## config.mk

```make
export PLATFORM = sky130hd
export DESIGN_NAME = ffd_pipe
export DESIGN_NICKNAME = d
export VERILOG_FILES = /design/src/rtl/ffd_pipe_stage.sv /design/src/rtl/ffd_pipe.sv
export SDC_FILE = /design/constraint.sdc
export NUM_CORES = 1
export LEC_CHECK = 0
export BUFFER_PORTS_ARGS = -buffer_cell sky130_fd_sc_hd__buf_2
export CORE_ASPECT_RATIO = 0.7
export CORE_MARGIN = 5
export CORE_UTILIZATION = 35
export DETAILED_ROUTE_END_ITERATION = 6
export GPL_TIMING_DRIVEN = 1
export SYNTH_ARGS = -nofsm -noshare
export SYNTH_HDL_FRONTEND = slang
export SYNTH_SLANG_ARGS = --single-unit
```

## constraint.sdc

```tcl
create_clock -name clk -period 2 [get_ports clk]
set_input_delay 0.2 -clock clk [delete_from_list [all_inputs] [get_ports clk]]
set_output_delay 0.2 -clock clk [all_outputs]
set_load 0.02 [all_outputs]
```

## src/rtl/ffd_pipe_stage.sv

```systemverilog
// One elastic register stage: holds a word until the next stage can take it.
// Ready looks forward combinationally, so a full chain can advance in one cycle.
module ffd_pipe_stage #(
  parameter int WIDTH      = 8,
  parameter bit CLEAR_DATA = 1'b1
) (
  input  logic             clk,
  input  logic             rstn,
  input  logic             flush,
  input  logic             d_valid,
  input  logic [WIDTH-1:0] d_data,
  output logic             d_ready,
  output logic             q_valid,
  output logic [WIDTH-1:0] q_data,
  input  logic             q_ready
);

  logic             valid_q, valid_d;
  logic [WIDTH-1:0] data_q, data_d;

  assign d_ready = ~valid_q | q_ready;
  assign q_valid = valid_q;
  assign q_data  = data_q;

  always_comb begin
    valid_d = valid_q;
    data_d  = data_q;
    if (flush) begin
      valid_d = 1'b0;
    end else if (d_ready) begin
      valid_d = d_valid;
      // Data only moves with a valid word, so bubbles leave it untouched.
      if (d_valid) data_d = d_data;
    end
  end

  always_ff @(posedge clk) begin
    if (rstn) valid_q <= 1'b0;
    else      valid_q <= valid_d;
  end

  generate
    if (CLEAR_DATA) begin : g_data_clr
      always_ff @(posedge clk) begin
        if (rstn) data_q <= '0;
        else      data_q <= data_d;
      end
    end else begin : g_data_hold
      always_ff @(posedge clk) begin
        if (!rstn) data_q <= data_d;
      end
    end
  endgenerate

endmodule

```

## src/rtl/ffd_pipe.sv

```systemverilog
// Elastic DEPTH-stage delay line with valid/ready backpressure, flush and
// an occupancy count.
module ffd_pipe #(
  parameter int  WIDTH      = 8,
  parameter int  DEPTH      = 4,
  parameter bit  CLEAR_DATA = 1'b1,
  localparam int LVL_W      = $clog2(DEPTH + 1)
) (
  input  logic             clk,
  input  logic             rstn,
  input  logic             flush,
  input  logic [WIDTH-1:0] in_data,
  input  logic             in_valid,
  output logic             in_ready,
  output logic [WIDTH-1:0] out_data,
  output logic             out_valid,
  input  logic             out_ready,
  output logic [LVL_W-1:0] level
);

  // Index 0 is the upstream port; index i+1 is the output of stage i.
  logic             valid_c [DEPTH+1];
  logic             ready_c [DEPTH+1];
  logic [WIDTH-1:0] data_c  [DEPTH+1];
  logic [LVL_W-1:0] level_c;

  assign valid_c[0]     = in_valid;
  assign data_c[0]      = in_data;
  assign ready_c[DEPTH] = out_ready;

  genvar gi;
  generate
    for (gi = 0; gi < DEPTH; gi++) begin : g_stage
      ffd_pipe_stage #(
        .WIDTH      (WIDTH),
        .CLEAR_DATA (CLEAR_DATA)
      ) u_stage (
        .clk     (clk),
        .rstn    (rstn),
        .flush   (flush),
        .d_valid (valid_c[gi]),
        .d_data  (data_c[gi]),
        .d_ready (ready_c[gi]),
        .q_valid (valid_c[gi+1]),
        .q_data  (data_c[gi+1]),
        .q_ready (ready_c[gi+1])
      );
    end
  endgenerate

  // Handshakes are masked so nothing transfers while flush or reset is active.
  assign in_ready  = ready_c[0] & ~flush & ~rstn;
  assign out_valid = valid_c[DEPTH] & ~flush & ~rstn;
  assign out_data  = data_c[DEPTH];

  always_comb begin
    level_c = '0;
    for (int i = 1; i <= DEPTH; i++) begin
      level_c = level_c + LVL_W'(valid_c[i]);
    end
  end

  assign level = level_c;

endmodule

```

==> run summary, run 1 <==
Logic pwr share - 6.3%
DR vias - 1,298
ANT nets after route - 0
P&R area growth vs syn - 15.0%
Minimum clock period - 1.95 ns
Largest net degree at the start of global routing - 41
Area contributors post-synth - dfxtp_1, mux2i_1, nand2_1
Run status - finished, final reports clean
WHS Path Cells - 3
# rows - 20
# IOs - 26
Setup Skew - 0.00510 ns
Number of synthesized register bits - 36
Layout Nets - 207
Grt ovf - 0
Die Wd - 91.6 um
Netlist cell types - 30
Pwr Density - 717 nW/um^2
Clock power frac - 39.4%
Worst EP required - 1.80 ns
Sequential area share after synthesis - 44.1%
Hold crit path type - primary input to flop
Avg Synthesized Cell Area - 9.33 um^2
Iter 0 DRT Violations - 68
Top-area cell type share of the netlist area - 44.1%
DR pass1 iterations - 4
Worst Path Buf+Inv - 3
Total power - 1.35 mW
CTS Hold Bufs - 0
Avg WL per Cell - 13.6 um
Core area - 4430 um^2
N_diodes - 0
Relative slew slack - 62.0%
Final Hold Vio Count - 0
First-pass GRT wire length - 5800 um
Net switching power - 0.306 mW
Initial antenna violation count - 0
Net Sw Frac - 22.7%
Most frequent cells in the layout - dfxtp_1, nand2_1, buf_2, mux2i_1, nand3_1
CP arrival - 1.75 ns
# clock sinks - 36
Tightest Pin Transition - 0.568 ns
Hold path start - in_data[3]
Gp weighted congestion - 0.761
Hold EP - g_stage[0].u_stage.q_data[3]
Peak supply drop - 0.307 mV
Yosys warning total - 0
CTS H-Tree Depth - 2
Final core utilization - 42.4%
CP Cell Sequence - inv_2 > fa_1 > inv_2 > ha_4 > ha_4 > buf_6
Placement Setup Slack - 0.178 ns
Sequential Power Share - 54.4%
HPWL Detailed - 2340 um
Root buffer cell - clkbuf_8
CP delay by family, top - adder cells
Final setup viols - 0
Final critical-path share of the clock period - 97.7%
RR Startpoint - g_stage[2].u_stage.q_valid
Clock latency at the later pin of the worst-skew pair - 0.29 ns
Unrepaired setup endpoints after global routing - yes
Vias per cell - 5.26
Post-Syn Area - 1630 um^2
Clk pin slew, worst setup/hold paths - 0.07 ns
Levels on crit path - 6
Port bufs - 25
Leakage Power - 0.691 nW
Startpoint Class - flop
Worst r2r dst - g_stage[0].u_stage.q_data[6]
Drt drc - 0
Worst Reg-to-Reg Cells - 3
CTS tree - built
CP max stage delay - 0.54 ns
Post-Route WL - 3350 um
Max Root-Sink Buffers - 2
Internal power - 1.04 mW
Final Worst Setup Slack - 0.0452 ns
Max_cap viols - 0
Fraction of layout cells with a size suffix above 1 - 27.1%
Most area-hungry cell type in the Yosys netlist - dfxtp_1
Vias in the first global route - 1,277
Post-Syn Instances - 175
Syn Nets - 191
CP Max Fanout - 2
Starting Density - 36.9%
Die Ht - 67.1 um
Max Freq - 0.512 GHz
Crit. End Element - output port
CP max-delay cell - fa_1
Worst Path Class, Setup - flop to output port
Overall routing resource usage - 11.9%
Die Footprint - 6150 um^2
R2R setup slack - 0.38 ns
Hold slack - 0.179 ns
Most common cell after layout, fill and taps aside - dfxtp_1
Final Max Tran Viols - 0
CTS Buf Count - 5
-- worst reg2reg max path, cell delays in order (launching register included) --
cell,delay (ns)
dfxtp_1,0.58
nand4b_2,0.43
o2111ai_1,0.33
o221ai_1,0.15
-- layout make-up --
class,instances,area [um^2]
inverters,6,22.5
repair buffers,32,184
well taps,55,68.8
multi-input cells,110,788
flip-flops and latches,36,724
clock buffers,8,90.1
fillers,441,2550
-- how the worst max path moves through the flow --
stage / start / end / slack [ns]
CTS: g_stage[0].u_stage.q_valid / level[1] / 0.02
detailed placement: g_stage[1].u_stage.q_valid / level[1] / 0.18
floorplan: g_stage[0].u_stage.q_valid / level[1] / 0.11
finish: g_stage[0].u_stage.q_valid / level[1] / 0.05
global route: g_stage[0].u_stage.q_valid / level[1] / -0.004
global placement: g_stage[1].u_stage.q_valid / level[1] / 0.21
-- state kept, by name (all words and copies together) (netlist names) --
register                 cells
g_stage.u_stage.q_valid      4
g_stage.u_stage.q_data      32
-- power by group through the flow --
stage               clock, mW  sequential, mW  combinational [mW]
global route            0.580           0.733              0.0944
CTS                     0.544           0.732              0.0846
detailed placement          0           0.748              0.0820
finish                  0.530           0.732              0.0844
floorplan                   0           0.747              0.0547
global placement            0           0.748              0.0813
-- routing by layer --
metal	track usage, %	wire length, um
met1	15.4	1770
met2	17.8	1420
met3	4.01	153
met4	5.64	11
met5	0	0
-- Yosys cell counts --
library cell	n
buf_2	4
and4b_4	1
nor3_4	1
nor2_1	1
or2b_1	1
a21boi_0	2
nor3_1	3
a21oi_1	10
nor2b_4	1
nand2_1	24
nand2b_1	1
nand4_1	1
o2111ai_1	8
o21a_1	1
inv_1	6
a211oi_4	1
clkbuf_2	1
o21ai_0	8
nand4b_2	1
o211ai_1	1
fa_1	1
ha_1	2
clkbuf_1	9
nand3_1	15
nor2b_1	2
dfxtp_1	36
buf_4	9
mux2i_1	16
o221ai_1	7
or3_4	1
-- cell families (layout without fill, tap and decap cells) --
group	count (synthesis)	count (layout)	synth area share [%]
DFF	36	36	44.1
buffers and inverters	29	46	9.12
muxes	16	16	9.81
adders and majority gates	3	3	2.76
and+or+nand+nor	53	53	17.5
AOI/OAI and AO/OA	38	38	16.6
-- metrics by stage --
stage / setup TNS (ns) / area [um^2] / std cells
3_5_place_dp: 0 / 1730 / 236
2_1_floorplan: 0 / 1630 / 175
4_1_cts: 0 / 1870 / 247
3_3_place_gp: 0 / 1730 / 236
5_1_grt: -0.00386 / 1880 / 247
6_report: 0 / 1880 / 247
-- repair_timing --
| action | CTS | global route |
|---|---|---|
| pin swaps | 1 | 0 |
| endpoints found under the hold margin | 0 | 0 |
| gates cloned | 0 | 0 |
| setup buffers | 3 | 0 |
| resized for setup | 9 | 2 |
| setup endpoints to repair | 2 | 1 |
Note: power is estimated with default switching activity, not from simulation.
==> run 2: changes to the inputs <==
- ABC_AREA: default -> 1
==> run summary, run 2 <==
Run status - finished, final reports clean
Gp weighted congestion - 0.697 (-8.3%)
Die Ht - 65.3 um (-2.7%)
Vias per cell - 4.29 (-18%)
Avg WL per Cell - 10.4 um (-23%)
CP Max Fanout - 2 (unchanged)
Root buffer cell - clkbuf_8
HPWL Detailed - 1930 um (-18%)
Final Max Tran Viols - 0 (unchanged)
Worst Path Buf+Inv - 3 (unchanged)
Unrepaired setup endpoints after global routing - yes
CP delay by family, top - adder cells
Max Root-Sink Buffers - 2 (unchanged)
Post-Syn Area - 1530 um^2 (-6.4%)
CP Cell Sequence - inv_2 > fa_1 > inv_2 > ha_4 > ha_4 > buf_6
Yosys warning total - 0 (unchanged)
RR Startpoint - g_stage[2].u_stage.q_valid
Fin cells - 276 (+12%)
WHS Path Cells - 3 (unchanged)
Worst Reg-to-Reg Cells - 3 (unchanged)
Largest net degree at the start of global routing - 26 (-37%)
Top_reg_cell synth - dfxtp_1
CTS Buf Count - 5 (unchanged)
# rows - 20 (unchanged)
Clock latency at the later pin of the worst-skew pair - 0.29 ns (about the same)
Post-Route WL - 2870 um (-15%)
Die Footprint - 5810 um^2 (-5.5%)
Top-area cell type share of the netlist area - 47.1% (+3.0 points)
Starting Density - 35.7% (-1.1 points)
Die Wd - 89.0 um (-2.9%)
FFs w/ async S/R, synth - 0% (unchanged)
EDFF count, synth - 0 (unchanged)
Drt drc - 0 (unchanged)
Worst r2r dst - g_stage[0].u_stage.q_data[5]
Tightest Pin Transition - 0.551 ns (-0.0166 ns)
First-pass GRT wire length - 5100 um (-12%)
Port bufs - 25 (unchanged)
Layout Nets - 236 (+14%)
Clk pin slew, worst setup/hold paths - 0.07 ns (about the same)
Overall routing resource usage - 11.4% (-0.46 points)
P&R area growth vs syn - 19.7%
CTS tree - built
Vias in the first global route - 1,141 (-11%)
Placement Setup Slack - 0.193 ns (+0.0149 ns)
Max_cap viols - 0 (unchanged)
Syn Nets - 212 (+11%)
Fraction of layout cells with a size suffix above 1 - 29.9% (+2.8 points)
Grt ovf - 0 (unchanged)
Setup Skew - 0.00491 ns (-0.000197 ns)
Final Hold Vio Count - 0 (unchanged)
Setup TNS - 0 ns (unchanged)
Max Freq - 0.505 GHz (-1.2%)
Leakage Power - 0.824 nW (+19%)
Worst EP required - 1.80 ns (about the same)
Final Worst Setup Slack - 0.0216 ns (-0.0236 ns)
Peak supply drop - 0.341 mV (+11%)
Most frequent cells in the layout - nor2_1, dfxtp_1, o21ai_0, buf_2, inv_1
Core area - 4280 um^2 (-3.4%)
# clock sinks - 36 (unchanged)
Startpoint Class - flop
Most area-hungry cell type in the Yosys netlist - dfxtp_1
Hold EP - g_stage[0].u_stage.q_valid
Initial antenna violation count - 0 (unchanged)
Hold path start - in_valid
CP arrival - 1.78 ns (+0.03 ns)
Sequential area share after synthesis - 47.1% (+3.0 points)
Most common cell after layout, fill and taps aside - nor2_1
Max reg flops - 32 (unchanged)
Most numerous cell in the Yosys netlist - nor2_1
Pwr Density - 848 nW/um^2 (+18%)
R2R setup slack - 0.76 ns (+0.38 ns)
CP max-delay cell - fa_1
Minimum clock period - 1.98 ns (+0.0236 ns)
Avg Synthesized Cell Area - 7.80 um^2 (-16%)
Number of synthesized register bits - 36 (unchanged)
CTS Hold Bufs - 0 (unchanged)
DR vias - 1,185 (-8.7%)
Post-synth top cells - nor2_1, dfxtp_1, o21ai_0, inv_1
Area contributors post-synth - dfxtp_1, nor2_1, o21ai_0
Iter 0 DRT Violations - 49 (-28%)
N_diodes - 0 (unchanged)
Post-Syn Instances - 196 (+12%)
Relative slew slack - 63.2% (+1.2 points)
Hold crit path type - primary input to flop
ANT nets after route - 0 (unchanged)
Worst Path Class, Setup - flop to output port
DR pass1 iterations - 4 (unchanged)
# IOs - 26 (unchanged)
Worst setup path start - g_stage[0].u_stage.q_valid
Placed insts - 263 (+11%)
CP max stage delay - 0.55 ns (about the same)
CTS H-Tree Depth - 2 (unchanged)
Crit. End Element - output port
Final critical-path share of the clock period - 98.9% (+1.2 points)
Total power - 1.55 mW (+15%)
Netlist cell types - 18 (-40%)
Final setup viols - 0 (unchanged)
run 2: how the worst max path moves through the flow:
| stage | cells past startpoint | end | slack, ns |
|---|---|---|---|
| after floorplan | 5 | level[1] | 0.27 |
| final | 6 | level[1] | 0.02 |
| after detailed placement | 6 | level[1] | 0.19 |
| after global placement | 6 | level[1] | 0.21 |
| after global routing | 6 | level[1] | -0.06 |
| after CTS | 6 | level[1] | 0.01 |
run 2: timing repair:
action,4_1_cts,5_1_grt
pin swaps,2,1
setup buffers,3,2
gates resized for setup,7,2
setup endpoints to repair,2,2
run 2: power breakdown:
part / internal, mW / leakage (nW) / switching (mW)
clock: 0.440 / 0.0645 / 0.258
sequential: 0.737 / 0.293 / 0.0117
combinational: 0.0454 / 0.466 / 0.0607
total: 1.22 / 0.824 / 0.331
run 2: cell families after synthesis:
kind of cell	share of synthesized area (%)
simple gates	24.6
compound gates	13.7
flops	47.1
buf+inv	11.5
fa+ha+maj	2.95
run 2: worst min-delay path: cells and delay by family:
| family | cells | cell delay, ns |
|---|---|---|
| AO/OA/AOI/OAI | 1 | 0.14 |
| buffers and inverters | 2 | 0.13 |
run 2: metrics by stage:
stage / hold slack, ns / instance area (um^2) / util (%)
2_1_floorplan: 0.396 / 1530 / -
3_3_place_gp: 0.458 / 1630 / 38.2
3_5_place_dp: 0.466 / 1630 / 38.2
4_1_cts: 0.207 / 1810 / 42.2
5_1_grt: 0.219 / 1830 / 42.8
6_report: 0.221 / 1830 / 42.8
run 2: cell type report:
| cell class | count | area, um^2 |
|---|---|---|
| Timing Repair Buffer | 31 | 176 |
| Inverter | 21 | 78.8 |
| Fill cell | 466 | 2450 |
| Tap cell | 55 | 68.8 |
| Multi-Input combinational cell | 125 | 657 |
| Sequential cell | 36 | 723 |
| Clock inverter | 1 | 30.0 |
| Clock buffer | 7 | 96.3 |
run 2: routing by layer:
| metal | global-route usage, % | vias up | wire [um] |
|---|---|---|---|
| met3 | 5.76 | 5 | 199 |
| met1 | 15.0 | 500 | 1510 |
| met4 | 4.46 | 0 | 46 |
| met5 | 0 | - | 0 |
| met2 | 15.7 | 25 | 1110 |
| li1 | - | 655 | - |
==> run 3: changes to the inputs <==
==> constraint.sdc (replaced) <==
create_clock -name clk -period 2 [get_ports clk]
set_input_delay 0.3 -clock clk [delete_from_list [all_inputs] [get_ports clk]]
set_output_delay 0.3 -clock clk [all_outputs]
set_load 0.02 [all_outputs]
==> run summary, run 3 (synthesized netlist as in run 2, its figures left out) <==
Die Wd - 89.0 um (unchanged)
DR pass1 iterations - 4 (unchanged)
Worst Reg-to-Reg Cells - 5 (+2)
Max Freq - 0.482 GHz (-4.6%)
WHS Path Cells - 3 (unchanged)
Clock latency at the later pin of the worst-skew pair - 0.28 ns (about the same)
Hold crit path type - primary input to flop
Vias per cell - 4.23 (-1.5%)
CP Capture Point - level[1]
Core area - 4280 um^2 (unchanged)
CTS tree - built
Worst setup path start - g_stage[1].u_stage.q_valid
Final Max Tran Viols - 0 (unchanged)
Run status - finished, violations left
Final Worst Setup Slack - -0.0741 ns (-0.0956 ns)
Post-Route WL - 2790 um (-2.5%)
Worst EP required - 1.70 ns (-0.10 ns)
Iter 0 DRT Violations - 43 (-12%)
Hold slack - 0.321 ns (+0.101 ns)
R2R setup slack - 0.78 ns (+0.02 ns)
Crit. End Element - output port
RR Startpoint - g_stage[2].u_stage.q_valid
Root buffer cell - clkbuf_8
Vias in the first global route - 1,095 (-4.0%)
Final setup viols - 1 (+1)
N_diodes - 0 (unchanged)
Total power - 1.31 mW (-16%)
First-pass GRT wire length - 4830 um (-5.3%)
Peak supply drop - 0.255 mV (-25%)
CTS H-Tree Depth - 2 (unchanged)
Pwr Density - 731 nW/um^2 (-14%)
# IOs - 26 (unchanged)
Drt drc - 0 (unchanged)
Final critical-path share of the clock period - 104% (+4.8 points)
Relative slew slack - 57.7% (-5.5 points)
M3 GR Usage - 4.26% (-1.5 points)
Port bufs - 25 (unchanged)
DR vias - 1,159 (-2.2%)
Leakage Power - 0.800 nW (-3.0%)
Initial antenna violation count - 0 (unchanged)
Area after DPL - 1660 um^2 (+1.8%)
Max_cap viols - 0 (unchanged)
# rows - 20 (unchanged)
# clock sinks - 36 (unchanged)
Tightest Pin Transition - 0.633 ns (+0.0820 ns)
Most frequent cells in the layout - nor2_1, dfxtp_1, o21ai_0, buf_2, inv_1
Starting Density - 35.7% (unchanged)
Worst Path Class, Setup - flop to output port
CP Max Fanout - 2 (unchanged)
Overall routing resource usage - 10.9% (-0.55 points)
Largest net degree at the start of global routing - 28 (+7.7%)
Most common cell after layout, fill and taps aside - nor2_1
Worst r2r dst - g_stage[1].u_stage.q_data[3]
Startpoint Class - flop
Minimum clock period - 2.07 ns (+0.0956 ns)
Avg WL per Cell - 10.2 um (-1.8%)
Die Footprint - 5810 um^2 (unchanged)
Top Usage Layer GRT - met2
P&R area growth vs syn - 16.9%
Fraction of layout cells with a size suffix above 1 - 29.2% (-0.64 points)
Clk pin slew, worst setup/hold paths - 0.07 ns (about the same)
Final core utilization - 41.8% (-1.0 points)
CP arrival - 1.77 ns (about the same)
Setup Skew - 0.00744 ns (+0.00253 ns)
CTS Hold Bufs - 0 (unchanged)
HPWL Detailed - 1980 um (+2.4%)
M2 GR Usage - 15.0% (-0.74 points)
Gp weighted congestion - 0.678 (-2.8%)
Layout Nets - 237 (+0.42%)
Max Root-Sink Buffers - 2 (unchanged)
Unrepaired setup endpoints after global routing - yes
Max reg flops - 32 (unchanged)
GR Util met1 - 14.7% (-0.32 points)
Die Ht - 65.3 um (unchanged)
Post-route cell area - 1790 um^2 (-2.4%)
Grt ovf - 0 (unchanged)
Final Hold Vio Count - 0 (unchanged)
ANT nets after route - 0 (unchanged)
CTS Buf Count - 5 (unchanged)
Failing checks - setup timing
run 3: cell count changes in the layout (fill, tap and decap cells not counted):
cell / previous run / this run
buf_6: 1 / 2
buf_4: 6 / 7
bufinv_16: 1 / 0
clkbuf_8: 7 / 5
buf_2: 24 / 23
run 3: worst max-delay path: stages (launching register included):
cell and delay [ns]:
dfxtp_2 0.34, inv_2 0.04, fa_1 0.54, inv_2 0.04, ha_4 0.15, ha_4 0.26, buf_6 0.11
run 3: what timing repair did:
action	4_1_cts	5_1_grt
setup buffers	1	1
pin swaps	1	2
gates resized for setup	8	3
endpoints found under the setup margin	2	3
run 3: per-stage QoR:
step	setup TNS [ns]	instances	setup slack [ns]
after floorplan	0	196	0.171
after global placement	0	267	0.176
after detailed placement	0	267	0.136
after CTS	-0.0793	273	-0.0793
after global routing	-0.138	274	-0.122
final	-0.0741	274	-0.0741
run 3: worst min path at each step:
stage	from	to	slack (ns)
floorplan	g_stage[1].u_stage.q_data[0]	g_stage[1].u_stage.q_data[0]	0.45
global placement	g_stage[2].u_stage.q_data[0]	g_stage[2].u_stage.q_data[0]	0.46
detailed placement	g_stage[3].u_stage.q_data[2]	g_stage[3].u_stage.q_data[2]	0.46
CTS	in_valid	g_stage[0].u_stage.q_valid	0.32
global route	in_valid	g_stage[0].u_stage.q_valid	0.36
finish	in_valid	g_stage[0].u_stage.q_valid	0.32
run 3: layout make-up:
| cell class | instances | area (um^2) |
|---|---|---|
| clock buffer | 5 | 68.8 |
| fill | 488 | 2490 |
| inverter | 21 | 78.8 |
| multi-input combinational | 125 | 657 |
| sequential | 36 | 723 |
| tap | 55 | 68.8 |
| timing repair buffer | 32 | 190 |
run 3: layer usage:
metal,vias to the layer above,routed length (um)
li1,653,-
met1,472,1430
met2,29,1130
met3,5,199
met4,0,35
met5,-,0
run 3: report_power, final:
group          leakage, nW  total (mW)  switching [mW]  internal, mW
combinational        0.470       0.106          0.0600        0.0461
sequential           0.293       0.749          0.0116         0.738
clock               0.0359       0.450           0.226         0.224
